[config.mk]
export PLATFORM = sky130hd
export DESIGN_NAME = risc16_ctrl_flat
export DESIGN_NICKNAME = d
export VERILOG_FILES = /design/src/rtl/risc16_ctrl_if.sv /design/src/rtl/risc16_ctrl.sv /design/src/flat_wrapper.sv
export SDC_FILE = /design/constraint.sdc
export NUM_CORES = 1
export LEC_CHECK = 0
export ABC_AREA = 1
export CORE_MARGIN = 1.5
export CORE_UTILIZATION = 40
export CTS_BUF_LIST = sky130_fd_sc_hd__clkbuf_2
export DETAILED_ROUTE_END_ITERATION = 6
export GPL_TIMING_DRIVEN = 1
export PLACE_DENSITY = 0.74
export SLEW_MARGIN = 20
export SYNTH_ARGS = -nofsm -noshare
export SYNTH_HDL_FRONTEND = slang
export SYNTH_SLANG_ARGS = --single-unit
[constraint.sdc]
create_clock -name clk -period 5.4 [get_ports clk]
set_clock_uncertainty 0.05 [all_clocks]
set_input_delay 0.54 -clock clk [delete_from_list [all_inputs] [get_ports clk]]
set_output_delay 0.54 -clock clk [all_outputs]
set_load 0.01 [all_outputs]
[src/rtl/risc16_ctrl_if.sv]
// Control bundle between the RiSC-16 sequencer and its datapath.
// master: the controller (drives strobes/selects, samples ir, eq_flag, mem_ready).
// slave : the datapath/memory side.
interface risc16_ctrl_if #(
  parameter int unsigned CNT_W = 32
);
  logic [15:0]      ir;
  logic             eq_flag;
  logic             mem_ready;
  logic             ir_ld;
  logic             pc_inc;
  logic             pc_ld;
  logic             pc_src;
  logic [2:0]       rf_ra1;
  logic [2:0]       rf_ra2;
  logic             rf_we;
  logic [2:0]       rf_wa;
  logic             wb_sel;
  logic [1:0]       src1_sel;
  logic             src2_sel;
  logic             alu_add;
  logic             alu_nand;
  logic             alu_pass1;
  logic             alu_eq;
  logic             res_ld;
  logic             mdr_ld;
  logic             mem_req;
  logic             mem_we;
  logic             addr_sel;
  logic             retire;
  logic [CNT_W-1:0] retired_cnt;
  logic             halted;
  logic             err;

  modport master (
    input  ir, eq_flag, mem_ready,
    output ir_ld, pc_inc, pc_ld, pc_src, rf_ra1, rf_ra2, rf_we, rf_wa, wb_sel,
           src1_sel, src2_sel, alu_add, alu_nand, alu_pass1, alu_eq, res_ld, mdr_ld,
           mem_req, mem_we, addr_sel, retire, retired_cnt, halted, err
  );

  modport slave (
    output ir, eq_flag, mem_ready,
    input  ir_ld, pc_inc, pc_ld, pc_src, rf_ra1, rf_ra2, rf_we, rf_wa, wb_sel,
           src1_sel, src2_sel, alu_add, alu_nand, alu_pass1, alu_eq, res_ld, mdr_ld,
           mem_req, mem_we, addr_sel, retire, retired_cnt, halted, err
  );
endinterface

[src/rtl/risc16_ctrl.sv]
// Multi-cycle control FSM for the RiSC-16 core.
// Sequences FETCH/DECODE/EXEC/MEM/WB, decodes ir into datapath selects and one-hot ALU
// controls, handshakes the memory port with a timeout, and counts retired instructions.
// Ports: clk, rst (async, active-high), ctrl_io (master side of risc16_ctrl_if).
// All ctrl_io outputs are a combinational decode of the state register and ir.
module risc16_ctrl #(
  parameter int unsigned MEM_TIMEOUT = 255,  // 0 disables the memory timeout
  parameter int unsigned CNT_W       = 32
) (
  input logic           clk,
  input logic           rst,
  risc16_ctrl_if.master ctrl_io
);

  // Counter only needs to hold 0..MEM_TIMEOUT-1 before the limit fires.
  localparam int unsigned ToW = (MEM_TIMEOUT < 2) ? 1 : $clog2(MEM_TIMEOUT);

  typedef enum logic [2:0] {
    StIdle, StFetch, StDecode, StExec, StMem, StWb, StHalt, StError
  } state_e;

  typedef enum logic [2:0] {
    OpAdd = 3'd0, OpAddi = 3'd1, OpNand = 3'd2, OpLui = 3'd3,
    OpSw  = 3'd4, OpLw   = 3'd5, OpBeq  = 3'd6, OpJalr = 3'd7
  } opcode_e;

  state_e           state_q, state_d;
  logic [ToW-1:0]   to_cnt_q, to_cnt_d;
  logic [CNT_W-1:0] cnt_q, cnt_d;

  opcode_e    op;
  logic [2:0] f_ra, f_rb, f_rc;
  logic       is_halt;
  logic       to_hit;
  logic       retire;

  assign op      = opcode_e'(ctrl_io.ir[15:13]);
  assign f_ra    = ctrl_io.ir[12:10];
  assign f_rb    = ctrl_io.ir[9:7];
  assign f_rc    = ctrl_io.ir[2:0];
  // JALR r0,r0 with a non-zero immediate is the halt encoding.
  assign is_halt = (op == OpJalr) && (f_ra == 3'd0) && (f_rb == 3'd0) &&
                   (ctrl_io.ir[6:0] != 7'd0);
  assign to_hit  = (MEM_TIMEOUT != 0) && (to_cnt_q == ToW'(MEM_TIMEOUT - 1));

  assign ctrl_io.retired_cnt = cnt_q;
  assign ctrl_io.retire      = retire;
  assign cnt_d               = cnt_q + CNT_W'(retire);

  always_comb begin
    state_d   = state_q;
    to_cnt_d  = '0;
    retire    = 1'b0;
    ctrl_io.ir_ld     = 1'b0;
    ctrl_io.pc_inc    = 1'b0;
    ctrl_io.pc_ld     = 1'b0;
    ctrl_io.pc_src    = 1'b0;
    ctrl_io.rf_ra1    = 3'd0;
    ctrl_io.rf_ra2    = 3'd0;
    ctrl_io.rf_we     = 1'b0;
    ctrl_io.rf_wa     = 3'd0;
    ctrl_io.wb_sel    = 1'b0;
    ctrl_io.src1_sel  = 2'd0;
    ctrl_io.src2_sel  = 1'b0;
    ctrl_io.alu_add   = 1'b0;
    ctrl_io.alu_nand  = 1'b0;
    ctrl_io.alu_pass1 = 1'b0;
    ctrl_io.alu_eq    = 1'b0;
    ctrl_io.res_ld    = 1'b0;
    ctrl_io.mdr_ld    = 1'b0;
    ctrl_io.mem_req   = 1'b0;
    ctrl_io.mem_we    = 1'b0;
    ctrl_io.addr_sel  = 1'b0;
    ctrl_io.halted    = 1'b0;
    ctrl_io.err       = 1'b0;

    // Read addresses are set up in DECODE and held until the instruction completes.
    if (state_q inside {StDecode, StExec, StMem, StWb}) begin
      case (op)
        OpAdd, OpNand:        begin ctrl_io.rf_ra1 = f_rb; ctrl_io.rf_ra2 = f_rc; end
        OpAddi, OpLw, OpJalr: ctrl_io.rf_ra1 = f_rb;
        OpSw:                 begin ctrl_io.rf_ra1 = f_rb; ctrl_io.rf_ra2 = f_ra; end
        OpBeq:                begin ctrl_io.rf_ra1 = f_ra; ctrl_io.rf_ra2 = f_rb; end
        default: ;
      endcase
    end

    unique case (state_q)
      StIdle: state_d = StFetch;
      StFetch: begin
        ctrl_io.mem_req = 1'b1;
        if (ctrl_io.mem_ready) begin
          ctrl_io.ir_ld  = 1'b1;
          ctrl_io.pc_inc = 1'b1;
          state_d        = StDecode;
        end else if (to_hit) begin
          state_d = StError;
        end else begin
          to_cnt_d = to_cnt_q + ToW'(1);
        end
      end
      StDecode: begin
        if (is_halt) begin
          retire  = 1'b1;
          state_d = StHalt;
        end else begin
          state_d = StExec;
        end
      end
      StExec: begin
        ctrl_io.res_ld = (op != OpBeq);
        state_d        = StWb;
        case (op)
          OpAdd:              ctrl_io.alu_add = 1'b1;
          OpAddi, OpLw, OpSw: begin
            ctrl_io.alu_add  = 1'b1;
            ctrl_io.src2_sel = 1'b1;
            if (op != OpAddi) state_d = StMem;
          end
          OpNand:             ctrl_io.alu_nand = 1'b1;
          OpLui: begin
            ctrl_io.alu_pass1 = 1'b1;
            ctrl_io.src1_sel  = 2'd2;
          end
          OpJalr: begin
            // Link value is the PC already incremented during FETCH.
            ctrl_io.alu_pass1 = 1'b1;
            ctrl_io.src1_sel  = 2'd1;
            ctrl_io.pc_ld     = 1'b1;
            ctrl_io.pc_src    = 1'b1;
          end
          default: begin  // OpBeq
            ctrl_io.alu_eq = 1'b1;
            ctrl_io.pc_ld  = ctrl_io.eq_flag;
            retire         = 1'b1;
            state_d        = StFetch;
          end
        endcase
      end
      StMem: begin
        ctrl_io.mem_req  = 1'b1;
        ctrl_io.addr_sel = 1'b1;
        ctrl_io.mem_we   = (op == OpSw);
        if (ctrl_io.mem_ready) begin
          if (op == OpSw) begin
            retire  = 1'b1;
            state_d = StFetch;
          end else begin
            ctrl_io.mdr_ld = 1'b1;
            state_d        = StWb;
          end
        end else if (to_hit) begin
          state_d = StError;
        end else begin
          to_cnt_d = to_cnt_q + ToW'(1);
        end
      end
      StWb: begin
        ctrl_io.rf_wa  = f_ra;
        ctrl_io.rf_we  = (f_ra != 3'd0);  // r0 is hardwired zero
        ctrl_io.wb_sel = (op == OpLw);
        retire         = 1'b1;
        state_d        = StFetch;
      end
      StHalt:  ctrl_io.halted = 1'b1;
      StError: ctrl_io.err    = 1'b1;
    endcase
  end

  always_ff @(posedge clk or posedge rst) begin
    if (rst) begin
      state_q  <= StIdle;
      to_cnt_q <= '0;
      cnt_q    <= '0;
    end else begin
      state_q  <= state_d;
      to_cnt_q <= to_cnt_d;
      cnt_q    <= cnt_d;
    end
  end

endmodule

[src/flat_wrapper.sv]
// flat-port wrapper written by rule: the top's interface ports become plain ports
module risc16_ctrl_flat 
#(
  parameter int unsigned MEM_TIMEOUT = 255,                                  
  parameter int unsigned CNT_W       = 32
)
  (clk, rst, ctrl_io_ir, ctrl_io_eq_flag, ctrl_io_mem_ready, ctrl_io_ir_ld, ctrl_io_pc_inc, ctrl_io_pc_ld, ctrl_io_pc_src, ctrl_io_rf_ra1, ctrl_io_rf_ra2, ctrl_io_rf_we, ctrl_io_rf_wa, ctrl_io_wb_sel, ctrl_io_src1_sel, ctrl_io_src2_sel, ctrl_io_alu_add, ctrl_io_alu_nand, ctrl_io_alu_pass1, ctrl_io_alu_eq, ctrl_io_res_ld, ctrl_io_mdr_ld, ctrl_io_mem_req, ctrl_io_mem_we, ctrl_io_addr_sel, ctrl_io_retire, ctrl_io_retired_cnt, ctrl_io_halted, ctrl_io_err);
  risc16_ctrl_if #(.CNT_W(CNT_W)) ctrl_io_i ();
  input logic clk;
  input logic rst;
  input wire logic [$bits(ctrl_io_i.ir)-1:0] ctrl_io_ir;
  input wire logic [$bits(ctrl_io_i.eq_flag)-1:0] ctrl_io_eq_flag;
  input wire logic [$bits(ctrl_io_i.mem_ready)-1:0] ctrl_io_mem_ready;
  output wire logic [$bits(ctrl_io_i.ir_ld)-1:0] ctrl_io_ir_ld;
  output wire logic [$bits(ctrl_io_i.pc_inc)-1:0] ctrl_io_pc_inc;
  output wire logic [$bits(ctrl_io_i.pc_ld)-1:0] ctrl_io_pc_ld;
  output wire logic [$bits(ctrl_io_i.pc_src)-1:0] ctrl_io_pc_src;
  output wire logic [$bits(ctrl_io_i.rf_ra1)-1:0] ctrl_io_rf_ra1;
  output wire logic [$bits(ctrl_io_i.rf_ra2)-1:0] ctrl_io_rf_ra2;
  output wire logic [$bits(ctrl_io_i.rf_we)-1:0] ctrl_io_rf_we;
  output wire logic [$bits(ctrl_io_i.rf_wa)-1:0] ctrl_io_rf_wa;
  output wire logic [$bits(ctrl_io_i.wb_sel)-1:0] ctrl_io_wb_sel;
  output wire logic [$bits(ctrl_io_i.src1_sel)-1:0] ctrl_io_src1_sel;
  output wire logic [$bits(ctrl_io_i.src2_sel)-1:0] ctrl_io_src2_sel;
  output wire logic [$bits(ctrl_io_i.alu_add)-1:0] ctrl_io_alu_add;
  output wire logic [$bits(ctrl_io_i.alu_nand)-1:0] ctrl_io_alu_nand;
  output wire logic [$bits(ctrl_io_i.alu_pass1)-1:0] ctrl_io_alu_pass1;
  output wire logic [$bits(ctrl_io_i.alu_eq)-1:0] ctrl_io_alu_eq;
  output wire logic [$bits(ctrl_io_i.res_ld)-1:0] ctrl_io_res_ld;
  output wire logic [$bits(ctrl_io_i.mdr_ld)-1:0] ctrl_io_mdr_ld;
  output wire logic [$bits(ctrl_io_i.mem_req)-1:0] ctrl_io_mem_req;
  output wire logic [$bits(ctrl_io_i.mem_we)-1:0] ctrl_io_mem_we;
  output wire logic [$bits(ctrl_io_i.addr_sel)-1:0] ctrl_io_addr_sel;
  output wire logic [$bits(ctrl_io_i.retire)-1:0] ctrl_io_retire;
  output wire logic [$bits(ctrl_io_i.retired_cnt)-1:0] ctrl_io_retired_cnt;
  output wire logic [$bits(ctrl_io_i.halted)-1:0] ctrl_io_halted;
  output wire logic [$bits(ctrl_io_i.err)-1:0] ctrl_io_err;
  assign ctrl_io_i.ir = ctrl_io_ir;
  assign ctrl_io_i.eq_flag = ctrl_io_eq_flag;
  assign ctrl_io_i.mem_ready = ctrl_io_mem_ready;
  assign ctrl_io_ir_ld = ctrl_io_i.ir_ld;
  assign ctrl_io_pc_inc = ctrl_io_i.pc_inc;
  assign ctrl_io_pc_ld = ctrl_io_i.pc_ld;
  assign ctrl_io_pc_src = ctrl_io_i.pc_src;
  assign ctrl_io_rf_ra1 = ctrl_io_i.rf_ra1;
  assign ctrl_io_rf_ra2 = ctrl_io_i.rf_ra2;
  assign ctrl_io_rf_we = ctrl_io_i.rf_we;
  assign ctrl_io_rf_wa = ctrl_io_i.rf_wa;
  assign ctrl_io_wb_sel = ctrl_io_i.wb_sel;
  assign ctrl_io_src1_sel = ctrl_io_i.src1_sel;
  assign ctrl_io_src2_sel = ctrl_io_i.src2_sel;
  assign ctrl_io_alu_add = ctrl_io_i.alu_add;
  assign ctrl_io_alu_nand = ctrl_io_i.alu_nand;
  assign ctrl_io_alu_pass1 = ctrl_io_i.alu_pass1;
  assign ctrl_io_alu_eq = ctrl_io_i.alu_eq;
  assign ctrl_io_res_ld = ctrl_io_i.res_ld;
  assign ctrl_io_mdr_ld = ctrl_io_i.mdr_ld;
  assign ctrl_io_mem_req = ctrl_io_i.mem_req;
  assign ctrl_io_mem_we = ctrl_io_i.mem_we;
  assign ctrl_io_addr_sel = ctrl_io_i.addr_sel;
  assign ctrl_io_retire = ctrl_io_i.retire;
  assign ctrl_io_retired_cnt = ctrl_io_i.retired_cnt;
  assign ctrl_io_halted = ctrl_io_i.halted;
  assign ctrl_io_err = ctrl_io_i.err;
  risc16_ctrl #(.MEM_TIMEOUT(MEM_TIMEOUT), .CNT_W(CNT_W)) u_core (.clk(clk), .rst(rst), .ctrl_io(ctrl_io_i));
endmodule
; ---- Yosys cells after proc, flatten, opt, wreduce, memory -nomap -nowiden
; Index checks and enable logic that the tools add are counted.
[classes]
addsub = 2
multipliers = 0
n_div = 0
n_lt_le_gt_ge = 0
n_eq_ne = 17
shifts = 0
muxes = 49
bitwise = 0
reduce_logical = 21
[ops]
columns = cell, count
row1 = adder 32 x 1 -> 32 bit, 1
row2 = two-way mux 1 bit, 30
row3 = "== test 3 bit, second input constant", 8
row4 = two-way mux 3 bit, 8
row5 = two-way mux 8 bit, 3
row6 = one-hot mux 3 bit (5 select lines), 1
row7 = "== test 3 x 2 -> 1 bit, second input constant", 4
row8 = logical NOT 3 bit, 4
row9 = one-hot mux 3 bit (2 select lines), 2
row10 = OR reduction 6 bit, 2
row11 = one-hot mux 3 bit (3 select lines), 1
row12 = "adder 8 x 1 -> 8 bit, second input constant", 1
row13 = "== test 8 bit, second input constant", 1
row14 = OR reduction 2 bit, 4
row15 = OR reduction 4 bit, 2
row16 = nonzero test 7 bit, 1
row17 = OR reduction 7 bit, 1
row18 = "== test 3 x 1 -> 1 bit, second input constant", 2
row19 = nonzero test 5 bit, 1
row20 = one-hot mux 1 bit (4 select lines), 1
row21 = one-hot mux 2 bit (2 select lines), 1
row22 = nonzero test 4 bit, 1
row23 = logical AND 1 bit, 3
row24 = "!= test 3 x 1 -> 1 bit, second input constant", 1
row25 = 5 further kinds, 5
[totals]
register_bits = 43
latch_bits = 0
ramBits = 0
rom_bits = 0
input_bits = 20
out_inout_bits = 62
elab_cells = 92
n_memories = 0

; ---- Longest topological paths before layout
; Gate-level depths: netlist of the first run.
[depth]
depth_word = 7
mapped_depth = 15

; ---- Worst setup path before layout of the first run
; Ideal clock, no wire load.
[synth_timing]
path_kind = input-to-reg
from = input ctrl_io_ir[7]
to = register u_core.cnt_q[26] (netlist: u_core.ctrl_io.retired_cnt[26])
setup_time_ps = 127
arrival_ps = 2356
setup_slack_ps = 2867
stages = 12
path_cell_list = nor3_1 > nor3b_1 > nand3_1 > o211ai_1 > ha_1 > ha_1 > nand3_2 > inv_2 > nand2_4 > nor2_4 > nand2_2 > xnor2_2
[synth_between]
elab_chain_cells = 6
[synth_rtl]
columns = item, line_no
row1 = from (decl), flat_wrapper.sv:11  ; input wire logic [$bits(ctrl_io_i.ir)-1:0] ctrl_io_ir;
row2 = logical NOT 3 bit, risc16_ctrl.sv:42  ; assign is_halt = (op == OpJalr) && (f_ra == 3'd0) && (f_rb == 3'd0) &&
row3 = logical AND 1 bit (2 in a row), risc16_ctrl.sv:42
row4 = two-way mux 1 bit, risc16_ctrl.sv:103  ; if (is_halt) begin
row5 = one-hot mux 1 bit (4 select lines), risc16_ctrl.sv:88  ; unique case (state_q)
row6 = net ctrl_io_retire, flat_wrapper.sv:34  ; output wire logic [$bits(ctrl_io_i.retire)-1:0] ctrl_io_retire;
row7 = adder 32 x 1 -> 32 bit, risc16_ctrl.sv:48  ; assign cnt_d = cnt_q + CNT_W'(retire);
row8 = net u_core.cnt_d[26], risc16_ctrl.sv:29  ; logic [CNT_W-1:0] cnt_q, cnt_d;
row9 = to (signal assigned), risc16_ctrl.sv:178  ; cnt_q <= cnt_d;
row10 = to (decl), risc16_ctrl.sv:29
; The timed path passes the listed nets, and every way through them passes these cells.
; A chain may end at the register's enable or synchronous reset.

; ---- Worst setup path in the final report of the first run
[layout_timing]
from = input ctrl_io_ir[14]
to = output ctrl_io_rf_ra2[2]
[layout_between]
elab_chain_cells = 4
[layout_rtl]
columns = item, line_no
row1 = == test 3 x 2 -> 1 bit / logical NOT 3 bit (equally long branches), risc16_ctrl.sv:79  ; case (op)
row2 = OR reduction 2 bit, risc16_ctrl.sv:79
row3 = one-hot mux 3 bit (3 select lines) *, risc16_ctrl.sv:79
row4 = two-way mux 3 bit *, risc16_ctrl.sv:78  ; if (state_q inside {StDecode, StExec, StMem, StWb}) begin
row5 = to (decl), flat_wrapper.sv:19  ; output wire logic [$bits(ctrl_io_i.rf_ra2)-1:0] ctrl_io_rf_ra2;
; Every way passes the cells marked *; elsewhere a longest branch is shown, timed or not.

==> impl_metrics.yaml, run 1 <==
synthesis:
  ys_ff_latch: 43
  synth_seq_area_share_pct: 38.8
  ys_warn_count: 0
  synthCells: 353
  synthesis.area_mm2: 0.00277
  syn_nets: 377
  avgSynthCellArea_um2: 7.86
  synth.distinct_cells: 32
pwr:
  p_leak_nw: 1.71
  irDropWorstVdd_mv: 0.168
  p_per_area_mw_per_mm2: 273
layout:
  nets: 462
  syn_to_final_growth_pct: 34.5
  finalNonFillerCells: 519
  final_util_pct: 55.2
  diodes: 0
  most-common-layout-cells: "81 x clkdlybuf4s50_1, 74 x nand2_1, 56 x nor2_1, 43 x dfrtp_1, 38 x inv_1"
  final_common_cell: "clkdlybuf4s50_1"
  drive_gt1_share_pct: 12.5
grt:
  grt_use_met1_pct: 22.7
  busiest_layer: "met2"
  grt_use_met3_pct: 5.24
  grt_max_degree: 44
  antenna_found_initial: 0
  grt_util_met2_pct: 35.3
  grt_use_total_pct: 19.6
  grt_first_pass_wirelength_mm: 11.6
  grt_pass1_vias: 2557
  globalRoute.totalOverflow: 0
drt:
  finalWirelength_mm: 6.82
  num_vias: 2568
  routedWlPerCell_um: 13.1
  dr.first_iter.drc_count: 89
  drc: 0
  first_pass_iters: 4
  drt.antenna.violating_nets: 0
  vias_per_cell: 4.95
clock_network:
  tritoncts: "built"
  post_cts_buffers: 0
  cts_buffer_depth: 2
  hold_buffers: 0
  post_cts_resized: 0
  clock_sinks: 43
  clkSlewWorstSetupHoldPaths_ns: 0.22
  root_buffer: "clkbuf_2"
  cts_made_buffers: 5
  clock_latency_ns: 0.42
  htree_num_levels: 2
timing:
  fin_setup_tns_ns: 0
  hold_violations: 0
  tightest_slew_ns: 0.538
  fmax_ghz: 0.325
  worst_hold_slack_ns: 0.438
  rsz0062_at_grt: "no"
  setup_viol: 0
  drv_slew: 0
  layout_setup_ws_ns: 2.32
  period_needed_ns: 3.08
  slew_headroom_pct: 64.1
  finalCritPeriodShare_pct: 57.0
setup_path:
  crit_family: "buffers and inverters"
  worst-path-buf-inv: 5
  crit_top_cell: "inv_1"
  start_kind: "input port"
  crit_chain: "clkdlybuf4s50_1, inv_1, nand2_1, nor2_1, inv_1, o21ai_0, o21ai_0, inv_1, clkdlybuf4s50_1"
  cpPeakStageDelay_ns: 0.53
  end_kind: "primary output"
  cp_max_fo: 7
  arrival_ns: 2.49
  worstPathRequired_ns: 4.81
  ff2ff_path_depth: 14
  worst-setup-path-type: "input port to primary output"
  path_depth: 9
  cpMaxStageDelayCell: "clkdlybuf4s50_1"
placement:
  dp.cells: 511
  dp_slack_ns: 2.14
  place.gp.congestion: 0.933
  io_buffer_count: 81
  dp_hpwl_mm: 5.47
job:
  drv_cap: 0
hold_path:
  hold_class: "register to register"
  whs_path_depth: 1
run_status:
  status: "completed"
floorplanning:
  dieArea_mm2: 0.00744
  boundaryPins: 82
  die_w_um: 86.3
  die_y_um: 86.3
  rows: 30
  core_mm2: 0.00676
  start_util_pct: 41.1
## cells in the mapped netlist (all sizes together)
master / instances / area (um^2)
nand2: 84 / 350
nor2: 71 / 339
inv: 46 / 173
dfrtp: 43 / 1080
nand3: 23 / 143
xor2: 21 / 184
nor3: 20 / 153
xnor2: 11 / 111
buf: 4 / 25.0
ha: 4 / 50.1
nand4: 4 / 25.0
o211ai: 4 / 30.0
a21oi: 3 / 15.0
a22oi: 3 / 22.5
nand3b: 3 / 22.5
o21ai: 3 / 15.0
a31oi: 2 / 12.5
nor3b: 2 / 15.0
nand2b: 1 / 6.26
nor4: 1 / 6.26
## final timing paths
path	from	endpoint	slack, ns
setup / recovery	ctrl_io_ir[14]	ctrl_io_rf_ra2[2]	2.32
hold / removal	u_core.ctrl_io.retired_cnt[31]	u_core.ctrl_io.retired_cnt[31]	0.44
setup reg to reg	u_core.state_q[0]	u_core.ctrl_io.retired_cnt[26]	2.67
hold reg to reg	u_core.ctrl_io.retired_cnt[31]	u_core.ctrl_io.retired_cnt[31]	0.44
max in group asynchronous	rst	u_core.ctrl_io.retired_cnt[16]	4.45
min in group asynchronous	rst	u_core.to_cnt_q[3]	0.46
## logic make-up after synthesis
logic type      synth area share (%)
fa+ha+maj                       1.80
flops                           38.8
simple gates                    38.2
compound gates                  3.43
buf+inv                         7.13
xor+xnor                        10.6
## where the power goes
| group | leakage, nW | internal [mW] | total [mW] | switching (mW) |
|---|---|---|---|---|
| Clock | 0.0404 | 0.0761 | 0.181 | 0.104 |
| Sequential | 0.568 | 0.357 | 0.418 | 0.0608 |
| Combinational | 1.10 | 0.196 | 0.422 | 0.226 |
## per-stage QoR
stage	total power, mW	instance area (um^2)
2_1_floorplan	0.653	2770
3_3_place_gp	0.841	3670
3_5_place_dp	0.846	3670
4_1_cts	1.03	3730
5_1_grt	1.09	3730
6_report	1.02	3730
## flip-flops by register name, indices dropped and copies added, names as in the netlist
| register | cells |
|---|---|
| u_core.ctrl_io.retired_cnt | 32 |
| u_core.state_q | 3 |
| u_core.to_cnt_q | 8 |
## worst reg2reg max path, delay by kind of cell (launching register included)
family	cells	cell delay (ns)
simple gates	7	0.87
flops	1	0.59
fa+ha+maj	2	0.54
buf+inv	2	0.23
compound gates	2	0.20
xor+xnor	1	0.14
## routing by layer
metal	routed length [um]	up-vias	share of wire, %
li1	-	1286	-
met1	2870	1189	42
met2	3400	83	50
met3	435	10	6.4
met4	115	0	1.7
met5	0	-	0
## cell type report
| class | instances | area, um^2 |
|---|---|---|
| clock inverters | 3 | 38.8 |
| flip-flops and latches | 43 | 1080 |
| fillers | 663 | 3030 |
| multi-input cells | 260 | 1500 |
| repair buffers | 82 | 818 |
| clock buffers | 5 | 25.0 |
| well taps | 80 | 100 |
| inverters | 46 | 173 |
Power figures use the tool's default switching activity.
==> run 2, diff against run 1 <==
clock period = 3 ns   (was 5.4 ns; I/O delays follow)
==> impl_metrics.yaml, run 2 (synthesis results as in run 1) <==
placement:
  dp_hpwl_mm: 5.64
  place.gp.congestion: 0.943
  io_buffer_count: 81
floorplanning:
  core_mm2: 0.00676
  start_util_pct: 41.1
  die_y_um: 86.3
  dieArea_mm2: 0.00744
  rows: 30
  boundaryPins: 82
  die_w_um: 86.3
layout:
  final_common_cell: "clkdlybuf4s50_1"
  largest_reg_flops: 32
  final_util_pct: 55.6
  syn_to_final_growth_pct: 35.3
  most-common-layout-cells: "81 x clkdlybuf4s50_1, 74 x nand2_1, 56 x nor2_1, 43 x dfrtp_1, 38 x inv_1"
  nets: 464
  drive_gt1_share_pct: 13.2
  diodes: 0
clock_network:
  hold_buffers: 0
  post_cts_buffers: 0
  root_buffer: "clkbuf_2"
  htree_num_levels: 2
  cts_buffer_depth: 2
  clock_latency_ns: 0.42
  cts_made_buffers: 5
  post_cts_resized: 0
  clock_sinks: 43
  tritoncts: "built"
  clkSlewWorstSetupHoldPaths_ns: 0.25
setup_path:
  r2r_end: "u_core.ctrl_io.retired_cnt[26]"
  cp_max_fo: 5
  cpPeakStageDelay_ns: 0.61
  worstPathRequired_ns: 2.65
  cpMaxStageDelayCell: "clkdlybuf4s50_1"
  worst-setup-path-type: "register to primary output"
  crit_chain: "inv_2, nor3_1, nand3_1, o211ai_1, clkdlybuf4s50_1"
  start_kind: "register"
  ff2ff_path_depth: 12
  arrival_ns: 2.30
  end_kind: "primary output"
  r2r_start: "u_core.state_q[1]"
  rrSetupSlack_ns: 0.44
timing:
  rsz0062_at_grt: "no"
  slew_headroom_pct: 65.2
  hold_violations: 0
  finalCritPeriodShare_pct: 88.3
  drv_slew: 0
  tightest_slew_ns: 0.522
  fmax_ghz: 0.377
  worst_hold_slack_ns: 0.212
  fin_setup_tns_ns: 0
  period_needed_ns: 2.65
  setup_viol: 0
grt:
  grt_use_total_pct: 20.1
  globalRoute.totalOverflow: 0
  grt_pass1_vias: 2653
  grt_max_degree: 44
  grt_first_pass_wirelength_mm: 11.9
  antenna_found_initial: 0
drt:
  drt.antenna.violating_nets: 0
  first_pass_iters: 4
  routedWlPerCell_um: 13.4
  drc: 0
  finalWirelength_mm: 6.99
  num_vias: 2568
  vias_per_cell: 4.93
  dr.first_iter.drc_count: 97
hold_path:
  hold_class: "input port to async pin"
job:
  drv_cap: 0
run_status:
  status: "completed"
pwr:
  p_per_area_mw_per_mm2: 497
  p_leak_nw: 1.72
  irDropWorstVdd_mv: 0.419
run 2: cell types whose count changed in the layout (fill, tap and decap cells not counted), sizes merged:
| cell | delta |
|---|---|
| buf | +2 |
| clkinv | -2 |
| clkinvlp | +1 |
| inv | +1 |
run 2: stage by stage:
step	instances	setup WS, ns	area [um^2]	total power [mW]
finish	521	0.350	3750	1.86
global route	521	0.164	3750	1.99
CTS	521	0.325	3750	1.88
detailed placement	513	0.149	3680	1.53
global placement	513	0.244	3680	1.53
floorplan	353	0.515	2770	1.18
run 2: how the worst max path moves through the flow:
stage          slack, ns                              to         startpoint  cells past startpoint
4_1_cts             0.32                  ctrl_io_retire  u_core.state_q[0]                      7
3_3_place_gp        0.24  u_core.ctrl_io.retired_cnt[26]     ctrl_io_ir[14]                     14
2_1_floorplan       0.52  u_core.ctrl_io.retired_cnt[26]  u_core.state_q[0]                     15
6_report            0.35                  ctrl_io_retire  u_core.state_q[1]                      5
3_5_place_dp        0.15  u_core.ctrl_io.retired_cnt[26]     ctrl_io_ir[14]                     14
5_1_grt             0.16                  ctrl_io_retire  u_core.state_q[0]                      7
run 2: where the power goes:
part | switching [mW] | internal (mW) | leakage [nW]
logic | 0.411 | 0.356 | 1.11
clock network | 0.199 | 0.143 | 0.0396
registers | 0.112 | 0.642 | 0.568
run 2: routing by layer:
metal / global-route usage [%] / up-vias / share of wire [%]
met3: 4.76 / 16 / 6.1
met4: 6.30 / 0 / 1.8
met5: 0 / - / 0
li1: - / 1285 / -
met2: 36.8 / 89 / 50
met1: 23.2 / 1178 / 42
run 2: cell type report:
type,instances,area (um^2)
Timing Repair Buffer,84,833
Clock buffer,5,25.0
Multi-Input combinational cell,260,1500
Inverter,46,173
Fill cell,637,3000
Tap cell,80,100
Sequential cell,43,1080
Clock inverter,3,46.3
run 2: critical path: cells and delay by family (launching register included):
family | cells | cell delay, ns
simple gates | 2 | 0.47
flops | 1 | 0.56
compound gates | 1 | 0.14
buf+inv | 2 | 0.72
